File: src/rtl/rom_dma_batch_sched.sv
// Walks rom_dma_ctrl through a table of {base, len} batch descriptors.
// Optional per-batch watchdog: define ROM_DMA_SCHED_TIMEOUT_EN.
module rom_dma_batch_sched #(
  parameter int ROM_ADDR_WIDTH = 16,
  parameter int NUM_DESC       = 8,
  parameter int DESC_IDX_W     = $clog2(NUM_DESC),
  parameter int TIMEOUT_CYCLES = 4096
) (
  input  logic                      clk,
  input  logic                      reset_n,
  input  logic                      desc_wr_en,
  input  logic [DESC_IDX_W-1:0]     desc_wr_idx,
  input  logic [ROM_ADDR_WIDTH-1:0] desc_wr_base,
  input  logic [ROM_ADDR_WIDTH-1:0] desc_wr_len,
  input  logic                      sched_start,
  input  logic [DESC_IDX_W:0]       sched_num_batches,
  input  logic                      sched_abort,
  output logic                      start_rd,
  output logic                      cfg_ready,
  output logic [ROM_ADDR_WIDTH-1:0] cfg_dma_base_addr,
  output logic [ROM_ADDR_WIDTH-1:0] cfg_dma_num_bytes,
  input  logic                      batch_dma_done,
  output logic                      sched_busy,
  output logic                      sched_done,
  output logic [DESC_IDX_W-1:0]     sched_batch_idx,
  output logic                      sched_err
);

  typedef enum logic [2:0] {
    S_IDLE  = 3'd0,
    S_LOAD  = 3'd1,
    S_CFG   = 3'd2,
    S_START = 3'd3,
    S_WAIT  = 3'd4,
    S_NEXT  = 3'd5,
    S_DONE  = 3'd6
  } state_e;

  localparam logic [DESC_IDX_W:0] NUM_DESC_C = (DESC_IDX_W+1)'(NUM_DESC);

  state_e                    state_q, state_d;
  logic [DESC_IDX_W-1:0]     idx_q, idx_d;
  logic [DESC_IDX_W:0]       num_q, num_d;
  logic [DESC_IDX_W:0]       idx_inc;
  logic                      abort_pend_q, abort_pend_d;
  logic [ROM_ADDR_WIDTH-1:0] base_q, base_d;
  logic [ROM_ADDR_WIDTH-1:0] len_q, len_d;
  logic                      cfg_ready_q, cfg_ready_d;
  logic                      start_rd_q, start_rd_d;
  logic                      done_q, done_d;
  logic                      busy_q, busy_d;
  logic [ROM_ADDR_WIDTH-1:0] desc_base_q [NUM_DESC];
  logic [ROM_ADDR_WIDTH-1:0] desc_base_d [NUM_DESC];
  logic [ROM_ADDR_WIDTH-1:0] desc_len_q  [NUM_DESC];
  logic [ROM_ADDR_WIDTH-1:0] desc_len_d  [NUM_DESC];
  logic                      timeout_hit;

  assign idx_inc = {1'b0, idx_q} + {{DESC_IDX_W{1'b0}}, 1'b1};

  // Next-state, descriptor table update and registered-output decode
  always_comb begin
    state_d      = state_q;
    idx_d        = idx_q;
    num_d        = num_q;
    abort_pend_d = abort_pend_q;
    base_d       = base_q;
    len_d        = len_q;
    desc_base_d  = desc_base_q;
    desc_len_d   = desc_len_q;

    if (state_q == S_IDLE && desc_wr_en) begin
      desc_base_d[desc_wr_idx] = desc_wr_base;
      desc_len_d[desc_wr_idx]  = desc_wr_len;
    end else begin
      desc_base_d = desc_base_q;
    end

    case (state_q)
      S_IDLE: begin
        if (sched_start) begin
          num_d        = (sched_num_batches > NUM_DESC_C) ? NUM_DESC_C : sched_num_batches;
          idx_d        = '0;
          abort_pend_d = 1'b0;
          state_d      = S_LOAD;
        end else begin
          state_d = S_IDLE;
        end
      end
      // An empty run still passes through LOAD so sched_done lands two cycles after start
      S_LOAD: begin
        if (sched_abort || num_q == '0) begin
          state_d = S_DONE;
        end else if (desc_len_q[idx_q] == '0) begin
          state_d = S_NEXT;
        end else begin
          base_d  = desc_base_q[idx_q];
          len_d   = desc_len_q[idx_q];
          state_d = S_CFG;
        end
      end
      S_CFG: begin
        state_d = sched_abort ? S_DONE : S_START;
      end
      S_START: begin
        if (sched_abort) begin
          abort_pend_d = 1'b1;
        end else begin
          abort_pend_d = abort_pend_q;
        end
        state_d = S_WAIT;
      end
      S_WAIT: begin
        if (sched_abort) begin
          abort_pend_d = 1'b1;
        end else begin
          abort_pend_d = abort_pend_q;
        end
        if (batch_dma_done) begin
          state_d = S_NEXT;
        end else if (timeout_hit) begin
          state_d = S_DONE;
        end else begin
          state_d = S_WAIT;
        end
      end
      S_NEXT: begin
        if (idx_inc == num_q || abort_pend_q || sched_abort) begin
          state_d = S_DONE;
        end else begin
          idx_d   = idx_inc[DESC_IDX_W-1:0];
          state_d = S_LOAD;
        end
      end
      S_DONE: begin
        state_d = S_IDLE;
      end
      default: begin
        state_d = S_IDLE;
      end
    endcase

    cfg_ready_d = (state_d == S_CFG);
    start_rd_d  = (state_d == S_START);
    done_d      = (state_d == S_DONE);
    busy_d      = (state_d != S_IDLE);
  end

  // Control state, cfg outputs and descriptor table registers
  always_ff @(posedge clk or negedge reset_n) begin
    if (!reset_n) begin
      state_q      <= S_IDLE;
      idx_q        <= '0;
      num_q        <= '0;
      abort_pend_q <= 1'b0;
      base_q       <= '0;
      len_q        <= '0;
      cfg_ready_q  <= 1'b0;
      start_rd_q   <= 1'b0;
      done_q       <= 1'b0;
      busy_q       <= 1'b0;
      for (int i = 0; i < NUM_DESC; i++) begin
        desc_base_q[i] <= '0;
        desc_len_q[i]  <= '0;
      end
    end else begin
      state_q      <= state_d;
      idx_q        <= idx_d;
      num_q        <= num_d;
      abort_pend_q <= abort_pend_d;
      base_q       <= base_d;
      len_q        <= len_d;
      cfg_ready_q  <= cfg_ready_d;
      start_rd_q   <= start_rd_d;
      done_q       <= done_d;
      busy_q       <= busy_d;
      desc_base_q  <= desc_base_d;
      desc_len_q   <= desc_len_d;
    end
  end

`ifdef ROM_DMA_SCHED_TIMEOUT_EN
  localparam int TO_W = $clog2(TIMEOUT_CYCLES + 1);

  logic [TO_W-1:0] to_cnt_q, to_cnt_d;
  logic            err_q, err_d;

  assign timeout_hit = (to_cnt_q == TO_W'(TIMEOUT_CYCLES - 1));

  // Watchdog counts WAIT cycles only; it is zero whenever WAIT is entered
  always_comb begin
    to_cnt_d = '0;
    err_d    = err_q;
    if (state_q == S_WAIT) begin
      to_cnt_d = to_cnt_q + TO_W'(1);
    end else begin
      to_cnt_d = '0;
    end
    if (state_q == S_IDLE && sched_start) begin
      err_d = 1'b0;
    end else if (state_q == S_WAIT && !batch_dma_done && timeout_hit) begin
      err_d = 1'b1;
    end else begin
      err_d = err_q;
    end
  end

  // Watchdog counter and sticky error flag
  always_ff @(posedge clk or negedge reset_n) begin
    if (!reset_n) begin
      to_cnt_q <= '0;
      err_q    <= 1'b0;
    end else begin
      to_cnt_q <= to_cnt_d;
      err_q    <= err_d;
    end
  end

  assign sched_err = err_q;
`else
  assign timeout_hit = 1'b0;
  assign sched_err   = 1'b0;
`endif

  assign start_rd          = start_rd_q;
  assign cfg_ready         = cfg_ready_q;
  assign cfg_dma_base_addr = base_q;
  assign cfg_dma_num_bytes = len_q;
  assign sched_busy        = busy_q;
  assign sched_done        = done_q;
  assign sched_batch_idx   = idx_q;

endmodule

File: config.mk
export PLATFORM = sky130hd
export DESIGN_NAME = rom_dma_batch_sched
export DESIGN_NICKNAME = d
export VERILOG_FILES = /design/src/rtl/rom_dma_batch_sched.sv
export SDC_FILE = /design/constraint.sdc
export NUM_CORES = 1
export LEC_CHECK = 0
export ABC_AREA = 1
export ABC_CLOCK_PERIOD_IN_PS = 1900
export CAP_MARGIN = 20
export CELL_PAD_IN_SITES_DETAIL_PLACEMENT = 1
export CELL_PAD_IN_SITES_GLOBAL_PLACEMENT = 1
export CORE_MARGIN = 4
export CORE_UTILIZATION = 42
export CTS_BUF_LIST = sky130_fd_sc_hd__clkbuf_4
export CTS_CLUSTER_DIAMETER = 60
export DETAILED_ROUTE_END_ITERATION = 10
export PLACE_DENSITY_LB_ADDON = 0.1
export SLEW_MARGIN = 20
export SYNTH_ARGS = -nofsm -noshare
export SYNTH_HDL_FRONTEND = slang
export SYNTH_SLANG_ARGS = --single-unit
File: constraint.sdc
create_clock -name clk -period 1.9 [get_ports clk]
set_input_delay 0.57 -clock clk [delete_from_list [all_inputs] [get_ports clk]]
set_output_delay 0.57 -clock clk [all_outputs]
set_load 0.01 [all_outputs]
==> reports/qor.csv, run 1 <==
metric;value;unit
max_freq;0.390;GHz
synth.top_cell.area_share;0.542;
drc;0;
cts_buffers;86;
seq_area_frac_synth;0.542;
critPathCaptureType;flop;
tightest_slew;0.550;ns
gr-usage-met3;0.0535;
yosys.area.top_type;dfrtp_1;
die_h;191;um
drtPass1Iterations;5;
die_area;36300;um2
ir_worst_vdd;0.000795;V
area_delta_synth_final;44.0;%
rr_worst_depth;15;
hold_viol;0;
slew_headroom;0.632;
pwr-share-comb;0.431;
htree_levels;3;
yosys-top-cells-area;dfrtp_1 54%, nand2_1 11%, o21ai_0 9.3%;
ios;85;
synth_cell_types;32;
synthesis.area;14000;um2
final_area;20200;um2
clock-root-buffer;clkbuf_4;
final-max-slew-violation-count;0;
cp.arrival;3.27;ns
routabilityCongestion;0.795;
min_period;2.57;ns
finalSetupViolCount;105;
globalRouteOverflowTotal;0;
drive_gt1_frac;0.331;
ys_warn_count;0;
multi_input_area;6180;um2
fin_crit_sh;1.35;
fin_ws;-0.667;ns
placed_cell_area;16600;um2
power;31.1;mW
nNetsFinal;2118;
p_leak;9.56;nW
outcome;complete, but fails checks;
row_count;66;
sequentialPowerShare;0.365;
initial_core_util;0.428;
ant_nets;0;
drtIter0Drc;1192;
fillers;3799;
max-cap-violations;0;
ff_latch_area;7590;um2
grt.busiest_layer;met2;
synthCells;1752;
cts_num_sinks;303;
vias;14815;
pwr-share-clk;0.204;
port_buffers;83;
post_drt_wl_per_cell;25.2;um
antenna_found_initial;2;
clockBufferDepth;3;
power.internal;18.6;mW
grt_max_degree;65;
dp_hpwl;29.3;mm
fin_util;0.616;
rsz0062_at_grt;yes;
rrSetupSlack;-0.67;ns
synthesis.nets;1798;
met2_usage;0.492;
clock_latency;0.79;ns
path_clk_slew;0.08;ns
cp_max_fo;13;
core_region_area;32700;um2
timing.setup.tns;-26.69;ns
worstSetupStartpointType;flop;
final_cell_mix;316 x nand2_1, 301 x dfrtp_1, 218 x o21ai_0;
r2r-start;sched_batch_idx[0]$_DFFE_PN0P_;
final_common_cell;nand2_1;
viasPerCell;5.77;
fp.dieW;191;um
required;2.61;ns
pwr_density_cell;1540;nW/um2
grt_usage;0.283;
hp-class;input port to async pin;
syn_area_per_cell;7.99;um2
synth-seq-cells;303;
drt-total-wl;64.7;mm
hold_slack;0.241;ns
violations;setup timing;
tritoncts;yes;
p_sw_frac;0.401;
crit_type;flop to flop;
fin_skew;0.0501;ns
grt_pass1_vias;14828;
grt_pass1_wl;80.4;mm
r2r-end;cfg_dma_base_addr[0]$_DFFE_PN0P_;
p_sw;12.5;mW
grt_use_met1;0.354;
[repair_timing]
item	CTS	global route
gates resized for setup	249	319
gates cloned	10	24
setup buffers	35	36
pin swaps	13	47
hold buffers	1	0
hold endpoints to repair	150	0
setup endpoints to repair	112	238
[through the flow]
| step | std cells | worst slack, ns |
|---|---|---|
| after floorplan | 1752 | -0.00522 |
| after global placement | 2327 | -0.937 |
| after detailed placement | 2327 | -1.01 |
| after CTS | 2511 | -0.527 |
| after global routing | 2566 | -0.688 |
| final | 2566 | -0.667 |
[area by class of cell]
class | instances | area share
antenna | 1 | 0.000124
clock buffer | 118 | 0.0440
clock inverter | 21 | 0.00807
inverter | 184 | 0.0349
multi-input combinational | 1141 | 0.307
sequential | 303 | 0.376
tap | 442 | 0.0274
timing repair buffer | 356 | 0.202
[synthesized netlist by cell type, drive strengths merged]
cell type    n
dfrtp      303
xor2         3
nor2       179
o21ai      263
nor4         4
o2bb2ai      1
nand4        1
conb         1
a21oi      133
nor3         3
nand2      404
xnor2        1
a41oi        1
ha           1
o22ai       14
or4          1
inv        184
a31o         1
nand3      129
buf         48
clkbuf      77
[worst max path at each step]
stage | from | cells after the start | slack [ns] | to
after floorplan | sched_batch_idx[0]$_DFFE_PN0P_ | 15 | -0.005 | cfg_dma_num_bytes[13]$_DFFE_PN0P_
after global placement | sched_batch_idx[0]$_DFFE_PN0P_ | 14 | -0.94 | cfg_dma_num_bytes[9]$_DFFE_PN0P_
after detailed placement | sched_batch_idx[0]$_DFFE_PN0P_ | 14 | -1.01 | cfg_dma_num_bytes[9]$_DFFE_PN0P_
after CTS | sched_batch_idx[0]$_DFFE_PN0P_ | 16 | -0.53 | cfg_dma_num_bytes[10]$_DFFE_PN0P_
after global routing | sched_batch_idx[0]$_DFFE_PN0P_ | 16 | -0.69 | cfg_dma_base_addr[0]$_DFFE_PN0P_
final | sched_batch_idx[0]$_DFFE_PN0P_ | 15 | -0.67 | cfg_dma_base_addr[0]$_DFFE_PN0P_
[critical path, cell delays in order, from the launching register on]
cell and delay [ns]:
dfrtp_4 0.50, buf_6 0.18, buf_12 0.15, nand2_1 0.09, nand3_1 0.11, nand3_1 0.13, nand2_1 0.15, nand2_2 0.08
nor2_2 0.14, nand2_2 0.10, o21ai_4 0.25, buf_12 0.20, buf_12 0.11, buf_16 0.13, o21ai_1 0.07, nand2_1 0.08
[power by group through the flow]
stage	registers (mW)	clock network [mW]	logic, mW
2_1_floorplan	10.8	0	5.47
3_3_place_gp	10.9	0	9.58
3_5_place_dp	11.1	0	9.96
4_1_cts	11.0	6.22	10.9
5_1_grt	11.6	6.78	14.5
6_report	11.4	6.33	13.4
[kinds of logic after synthesis]
group	count (synthesis)	synth area share
AND/OR/NAND/NOR	721	0.211
AO/OA/AOI/OAI	413	0.151
buffers and inverters	309	0.0932
flip-flops	303	0.542
XOR/XNOR	4	0.00250
adder cells (fa/ha/maj)	1	0.000894
other	1	0.000268
[sequential cells by signal (all words and copies together), names as in the netlist]
| register | count |
|---|---|
| desc_base_q | 128 |
| cfg_dma_base_addr | 16 |
| sched_done | 1 |
| num_q | 4 |
| start_rd | 1 |
| desc_len_q | 128 |
| cfg_dma_num_bytes | 16 |
| cfg_ready | 1 |
| state_q | 3 |
| sched_batch_idx | 3 |
| sched_busy | 1 |
| abort_pend_q | 1 |
[per-layer routing]
metal	part of all wire	routed length (um)	up-vias
met1	0.38	24400	7485
met2	0.49	31600	749
met3	0.070	4510	303
met5	0.00020	13	-
met4	0.063	4080	2
li1	-	-	6276
(Power assumes the default switching activity.)
==> run 2, diff against run 1 <==
- CORE_MARGIN: 4 -> default
- SLEW_MARGIN: 20 -> 30
==> reports/qor.csv, run 2 (synthesized netlist as in run 1, its figures left out) <==
metric;value;unit;change
outcome;complete, but fails checks;;unchanged
violations;setup timing;;unchanged
antenna_found_initial;4;;was 2
grt_pass1_wl;75.3;mm;was 80.4 mm
cp-endpoint;cfg_dma_num_bytes[3]$_DFFE_PN0P_;;was cfg_dma_base_addr[0]$_DFFE_PN0P_
routabilityCongestion;0.775;;was 0.795
hold_viol;0;;unchanged
path_clk_slew;0.08;ns;about the same
tightest_slew;0.679;ns;was 0.550 ns
cp.arrival;3.27;ns;about the same
clockBufferDepth;3;;unchanged
tritoncts;yes;;unchanged
drtIter0Drc;935;;was 1192
globalRouteOverflowTotal;0;;unchanged
grt_pass1_vias;13848;;was 14828
fin_skew;0.0493;ns;was 0.0501 ns
dp_hpwl;27.8;mm;was 29.3 mm
ff_latch_area;7590;um2;unchanged
fp.dieW;185;um;was 191 um
slew_headroom;0.542;;was 0.632
max_freq;0.391;GHz;was 0.390 GHz
fillers;3802;;was 3799
p_leak;9.33;nW;was 9.56 nW
max-cap-violations;0;;unchanged
nNetsFinal;2076;;was 2118
drc;0;;unchanged
rrSetupSlack;-0.66;ns;was -0.67 ns
drtPass1Iterations;5;;unchanged
r2r-start;sched_batch_idx[0]$_DFFE_PN0P_;;unchanged
row_count;66;;unchanged
ant_nets;0;;unchanged
final_cell_mix;346 x nand2_1, 301 x dfrtp_1, 200 x o21ai_0;;was 316 x nand2_1, 301 x dfrtp_1, 218 x o21ai_0
viasPerCell;5.61;;was 5.77
finalSetupViolCount;149;;was 105
worstSetupStartpointType;flop;;unchanged
cts_num_sinks;303;;unchanged
r2r-end;cfg_dma_num_bytes[3]$_DFFE_PN0P_;;was cfg_dma_base_addr[0]$_DFFE_PN0P_
reg_top3;desc_base_q (128), desc_len_q (128);;unchanged
initial_core_util;0.429;;was 0.428
dp_cells;2305;;was 2327
htree_levels;3;;unchanged
rsz0062_at_grt;yes;;unchanged
ios;85;;unchanged
core_region_area;32600;um2;was 32700 um2
grt_max_degree;67;;was 65
power;30.2;mW;was 31.1 mW
die_area;34000;um2;was 36300 um2
vias;14222;;was 14815
port_buffers;83;;unchanged
ir_worst_vdd;0.000573;V;was 0.000795 V
cts_buffers;86;;unchanged
cp-startpoint;sched_batch_idx[0]$_DFFE_PN0P_;;unchanged
drt-total-wl;59.5;mm;was 64.7 mm
hp-class;input port to async pin;;unchanged
cp_max_fo;6;;was 13
post_drt_wl_per_cell;23.4;um;was 25.2 um
rr_worst_depth;15;;unchanged
clock-root-buffer;clkbuf_4;;unchanged
pwr_density_cell;1530;nW/um2;was 1540 nW/um2
min_period;2.56;ns;was 2.57 ns
critPathCaptureType;flop;;unchanged
final_common_cell;nand2_1;;unchanged
grt_usage;0.289;;was 0.283
fin_crit_sh;1.35;;about the same
fin_cells;2536;;was 2566
fin_ws;-0.656;ns;was -0.667 ns
die_h;185;um;was 191 um
required;2.61;ns;about the same
final-max-slew-violation-count;0;;unchanged
clock_latency;0.81;ns;was 0.79 ns
drive_gt1_frac;0.303;;was 0.331
area_delta_synth_final;40.9;%;was 44.0%
multi_input_area;6020;um2;was 6180 um2
crit_type;flop to flop;;unchanged
-- run 2: how the worst min path moves through the flow --
| stage | from | endpoint | slack [ns] | cells after the start |
|---|---|---|---|---|
| 5_1_grt | reset_n | desc_len_q[95]$_DFFE_PN0P_ | 0.18 | 2 |
| 6_report | reset_n | desc_len_q[95]$_DFFE_PN0P_ | 0.20 | 2 |
| 3_3_place_gp | reset_n | desc_len_q[10]$_DFFE_PN0P_ | 0.42 | 1 |
| 3_5_place_dp | reset_n | desc_len_q[10]$_DFFE_PN0P_ | 0.42 | 1 |
| 4_1_cts | reset_n | desc_len_q[122]$_DFFE_PN0P_ | 0.17 | 2 |
| 2_1_floorplan | reset_n | abort_pend_q$_DFFE_PN0P_ | 0.27 | 0 |
-- run 2: power breakdown --
group / internal [mW] / switching [mW]
Clock: 3.41 / 3.02
Sequential: 9.66 / 1.57
Combinational: 5.31 / 7.27
-- run 2: routing by layer --
metal / wire length [um] / vias up / global-route usage / share of wire
met5: 15 / - / 0 / 0.00025
met4: 3540 / 2 / 0.111 / 0.059
li1: - / 6231 / - / -
met3: 3620 / 242 / 0.0543 / 0.061
met2: 28800 / 581 / 0.488 / 0.48
met1: 23500 / 7166 / 0.366 / 0.40
-- run 2: worst max-delay path: stages, from the launching register on --
cell and delay (ns):
dfrtp_4 0.56, buf_12 0.19, clkbuf_16 0.16, nand2_1 0.08, nand3_1 0.16, nand3_2 0.14
nand2_1 0.09, nand2_1 0.10, nor2_2 0.05, nand2_2 0.11, o21ai_4 0.07, buf_12 0.15
nor2_4 0.25, clkbuf_16 0.24, nand3_2 0.07, nand2_1 0.06
-- run 2: cell type report --
type / count / area share
clock buffer: 132 / 0.0503
tap: 442 / 0.0280
multi-input combinational: 1141 / 0.306
inverter: 184 / 0.0364
sequential: 303 / 0.385
timing repair buffer: 309 / 0.182
timing repair inverter: 5 / 0.00596
clock inverter: 17 / 0.00635
antenna: 3 / 0.000381
-- run 2: what timing repair did --
item	in CTS	in global routing
gates resized for setup	232	295
setup endpoints to repair	112	184
hold buffers	1	0
cloned	8	34
endpoints found under the hold margin	234	0
buffers inserted	17	25
pin swaps	7	34
-- run 2: per-stage QoR --
stage          TNS, ns  setup slack [ns]  instance area, um2   util  hold WS [ns]
4_1_cts         -16.34            -0.360               18000  0.551         0.169
3_3_place_gp    -76.49            -0.784               16400  0.502         0.418
2_1_floorplan  -0.0676          -0.00522               14000      -         0.274
5_1_grt         -38.61            -0.697               19700  0.604         0.178
6_report        -26.68            -0.656               19700  0.604         0.202
3_5_place_dp    -84.49            -0.854               16400  0.502         0.416
==> run 3, diff against run 2 <==
- CORE_UTILIZATION: 42 -> 40
- CTS_BUF_LIST: sky130_fd_sc_hd__clkbuf_4 -> default
==> reports/qor.csv, run 3 (synthesized netlist as in run 1, its figures left out) <==
metric;value;unit;change
outcome;complete, but fails checks;;unchanged
violations;setup timing;;unchanged
critical_path.top_delay_family;buffers and inverters;;was simple AND/OR/NAND/NOR gates
grt_pass1_wl;73.0;mm;was 75.3 mm
htree_levels;2;;was 3
initial_core_util;0.406;;was 0.429
finalSetupViolCount;68;;was 149
viasPerCell;5.31;;was 5.61
drtPass1Iterations;5;;unchanged
final-max-slew-violation-count;0;;unchanged
hp-class;flop to flop;;was input port to async pin
die_h;189;um;was 185 um
tritoncts;yes;;unchanged
crit_path_cell_trace;buf_8 > inv_12 > buf_12 > buf_12 > nand2_2 > nand3_2 > nand3_2 > nand2_2 > nand2_2 > nor2_2 > nand2_2 > o21ai_4 > buf_4 > clkbuf_16 > o21ai_0 > nand2_1;;was buf_12 > clkbuf_16 > nand2_1 > nand3_1 > nand3_2 > nand2_1 > nand2_1 > nor2_2 > nand2_2 > o21ai_4 > buf_12 > nor2_4 > clkbuf_16 > nand3_2 > nand2_1
ir_worst_vdd;0.000725;V;was 0.000573 V
required;2.35;ns;was 2.61 ns
cp.arrival;2.90;ns;was 3.27 ns
ff_latch_area;7590;um2;unchanged
crit_type;flop to flop;;unchanged
cp_slowest_cell;dfrtp_4;;unchanged
core_region_area;34500;um2;was 32600 um2
ant_nets;0;;unchanged
hold_viol;0;;unchanged
nNetsFinal;1990;;was 2076
drt-total-wl;50.2;mm;was 59.5 mm
multi_input_area;6140;um2;was 6020 um2
slowest_delay;0.48;ns;was 0.56 ns
row_count;68;;was 66
clock-root-buffer;clkbuf_16;;was clkbuf_4
die_area;35700;um2;was 34000 um2
critPathCaptureType;flop;;unchanged
area_delta_synth_final;38.6;%;was 40.9%
ios;85;;unchanged
reg_top3;desc_base_q (128), desc_len_q (128);;unchanged
rsz0062_at_grt;yes;;unchanged
crit_top_cell;nand2_2;;was nand2_1
fin_skew;0.0192;ns;was 0.0493 ns
drive_gt1_frac;0.242;;was 0.303
drc;0;;unchanged
grt_max_degree;59;;was 67
fin_crit_sh;1.29;;was 1.35
antenna_found_initial;3;;was 4
slew_headroom;0.638;;was 0.542
vias;12894;;was 14222
cts_buffers;36;;was 86
port_buffers;83;;unchanged
tightest_slew;0.541;ns;was 0.679 ns
min_period;2.45;ns;was 2.56 ns
max-cap-violations;0;;unchanged
clock_latency;0.53;ns;was 0.81 ns
clockBufferDepth;3;;unchanged
fp.dieW;189;um;was 185 um
power;29.3;mW;was 30.2 mW
cts_num_sinks;303;;unchanged
hold_slack;0.501;ns;was 0.202 ns
grt_pass1_vias;13252;;was 13848
max_freq;0.408;GHz;was 0.391 GHz
drtIter0Drc;695;;was 935
post_drt_wl_per_cell;20.7;um;was 23.4 um
cp_num_buf_inv;6;;was 4
pwr_density_cell;1510;nW/um2;was 1530 nW/um2
final_cell_mix;327 x nand2_1, 301 x dfrtp_1, 225 x o21ai_0;;was 346 x nand2_1, 301 x dfrtp_1, 200 x o21ai_0
path_clk_slew;0.06;ns;was 0.08 ns
worstSetupStartpointType;flop;;unchanged
dp_hpwl;28.4;mm;was 27.8 mm
fillers;4016;;was 3802
p_leak;9.08;nW;was 9.33 nW
cp_max_fo;8;;was 6
globalRouteOverflowTotal;0;;unchanged
grt_usage;0.260;;was 0.289
final_common_cell;nand2_1;;unchanged
fin_ws;-0.552;ns;was -0.656 ns
routabilityCongestion;0.790;;was 0.775
-- run 3: cell types whose count changed in the layout (fill, tap and decap cells not counted), moves of 15 or more --
cell           change
o21ai_1           -25
buf_2             -24
clkbuf_4         -132
buf_4             -18
nand2_1           -19
nand2_4           +16
dlygate4sd2_1     +36
o21ai_0           +25
clkbuf_16         +28
nor2_4            +15
nor2_2            -30
-- run 3: worst paths after layout --
path	startpoint	to	slack [ns]	cells after the start
worst max-delay path	sched_batch_idx[0]$_DFFE_PN0P_	cfg_dma_base_addr[4]$_DFFE_PN0P_	-0.55	16
worst min-delay path	cfg_dma_num_bytes[11]$_DFFE_PN0P_	cfg_dma_num_bytes[11]$_DFFE_PN0P_	0.50	2
worst max register to register	sched_batch_idx[0]$_DFFE_PN0P_	cfg_dma_base_addr[4]$_DFFE_PN0P_	-0.55	16
worst min register to register	cfg_dma_num_bytes[11]$_DFFE_PN0P_	cfg_dma_num_bytes[11]$_DFFE_PN0P_	0.50	2
max in group asynchronous	reset_n	desc_base_q[95]$_DFFE_PN0P_	0.69	3
min in group asynchronous	reset_n	desc_len_q[103]$_DFFE_PN0P_	0.53	2
-- run 3: where the power goes --
| part | switching (mW) | internal, mW | total, mW |
|---|---|---|---|
| combinational | 6.42 | 4.76 | 11.2 |
| sequential | 1.49 | 9.66 | 11.1 |
| clock | 2.77 | 4.22 | 6.98 |
-- run 3: timing repair --
action | 4_1_cts | 5_1_grt
gates cloned | 3 | 17
gates resized for setup | 136 | 258
pin swaps | 25 | 41
endpoints found under the setup margin | 112 | 157
hold buffers | 1 | 0
buffers inserted | 21 | 19
hold endpoints to repair | 25 | 0
-- run 3: final cells by class --
type,count,area share
Timing Repair Buffer,279,0.165
Antenna cell,2,0.000258
Clock buffer,59,0.0566
Tap cell,455,0.0294
Inverter,184,0.0363
Clock inverter,6,0.00452
Multi-Input combinational cell,1140,0.317
Sequential cell,303,0.391
-- run 3: worst register-to-register path, stage by stage, from the launching register on --
cell and delay, ns:
dfrtp_4 0.48, buf_8 0.15, inv_12 0.08, buf_12 0.15
buf_12 0.14, nand2_2 0.06, nand3_2 0.06, nand3_2 0.09
nand2_2 0.10, nand2_2 0.06, nor2_2 0.13, nand2_2 0.09
o21ai_4 0.20, buf_4 0.19, clkbuf_16 0.19, o21ai_0 0.10
nand2_1 0.10
-- run 3: per-layer routing --
metal / up-vias / routed length [um] / global-route usage
li1: 5982 / - / -
met1: 6585 / 21700 / 0.338
met2: 243 / 25200 / 0.451
met3: 84 / 1730 / 0.0306
met4: 0 / 1520 / 0.0813
met5: - / 0 / 0
-- run 3: through the flow --
step	cell area (um2)	cells	setup WS [ns]	TNS (ns)	utilization
after detailed placement	16400	2307	-0.574	-80.11	0.475
after global placement	16400	2307	-0.548	-72.57	0.475
after CTS	18100	2392	-0.455	-16.21	0.524
final	19400	2428	-0.552	-21.00	0.563
after global routing	19400	2427	-0.664	-28.79	0.563
after floorplan	14000	1752	-0.00522	-0.0676	-
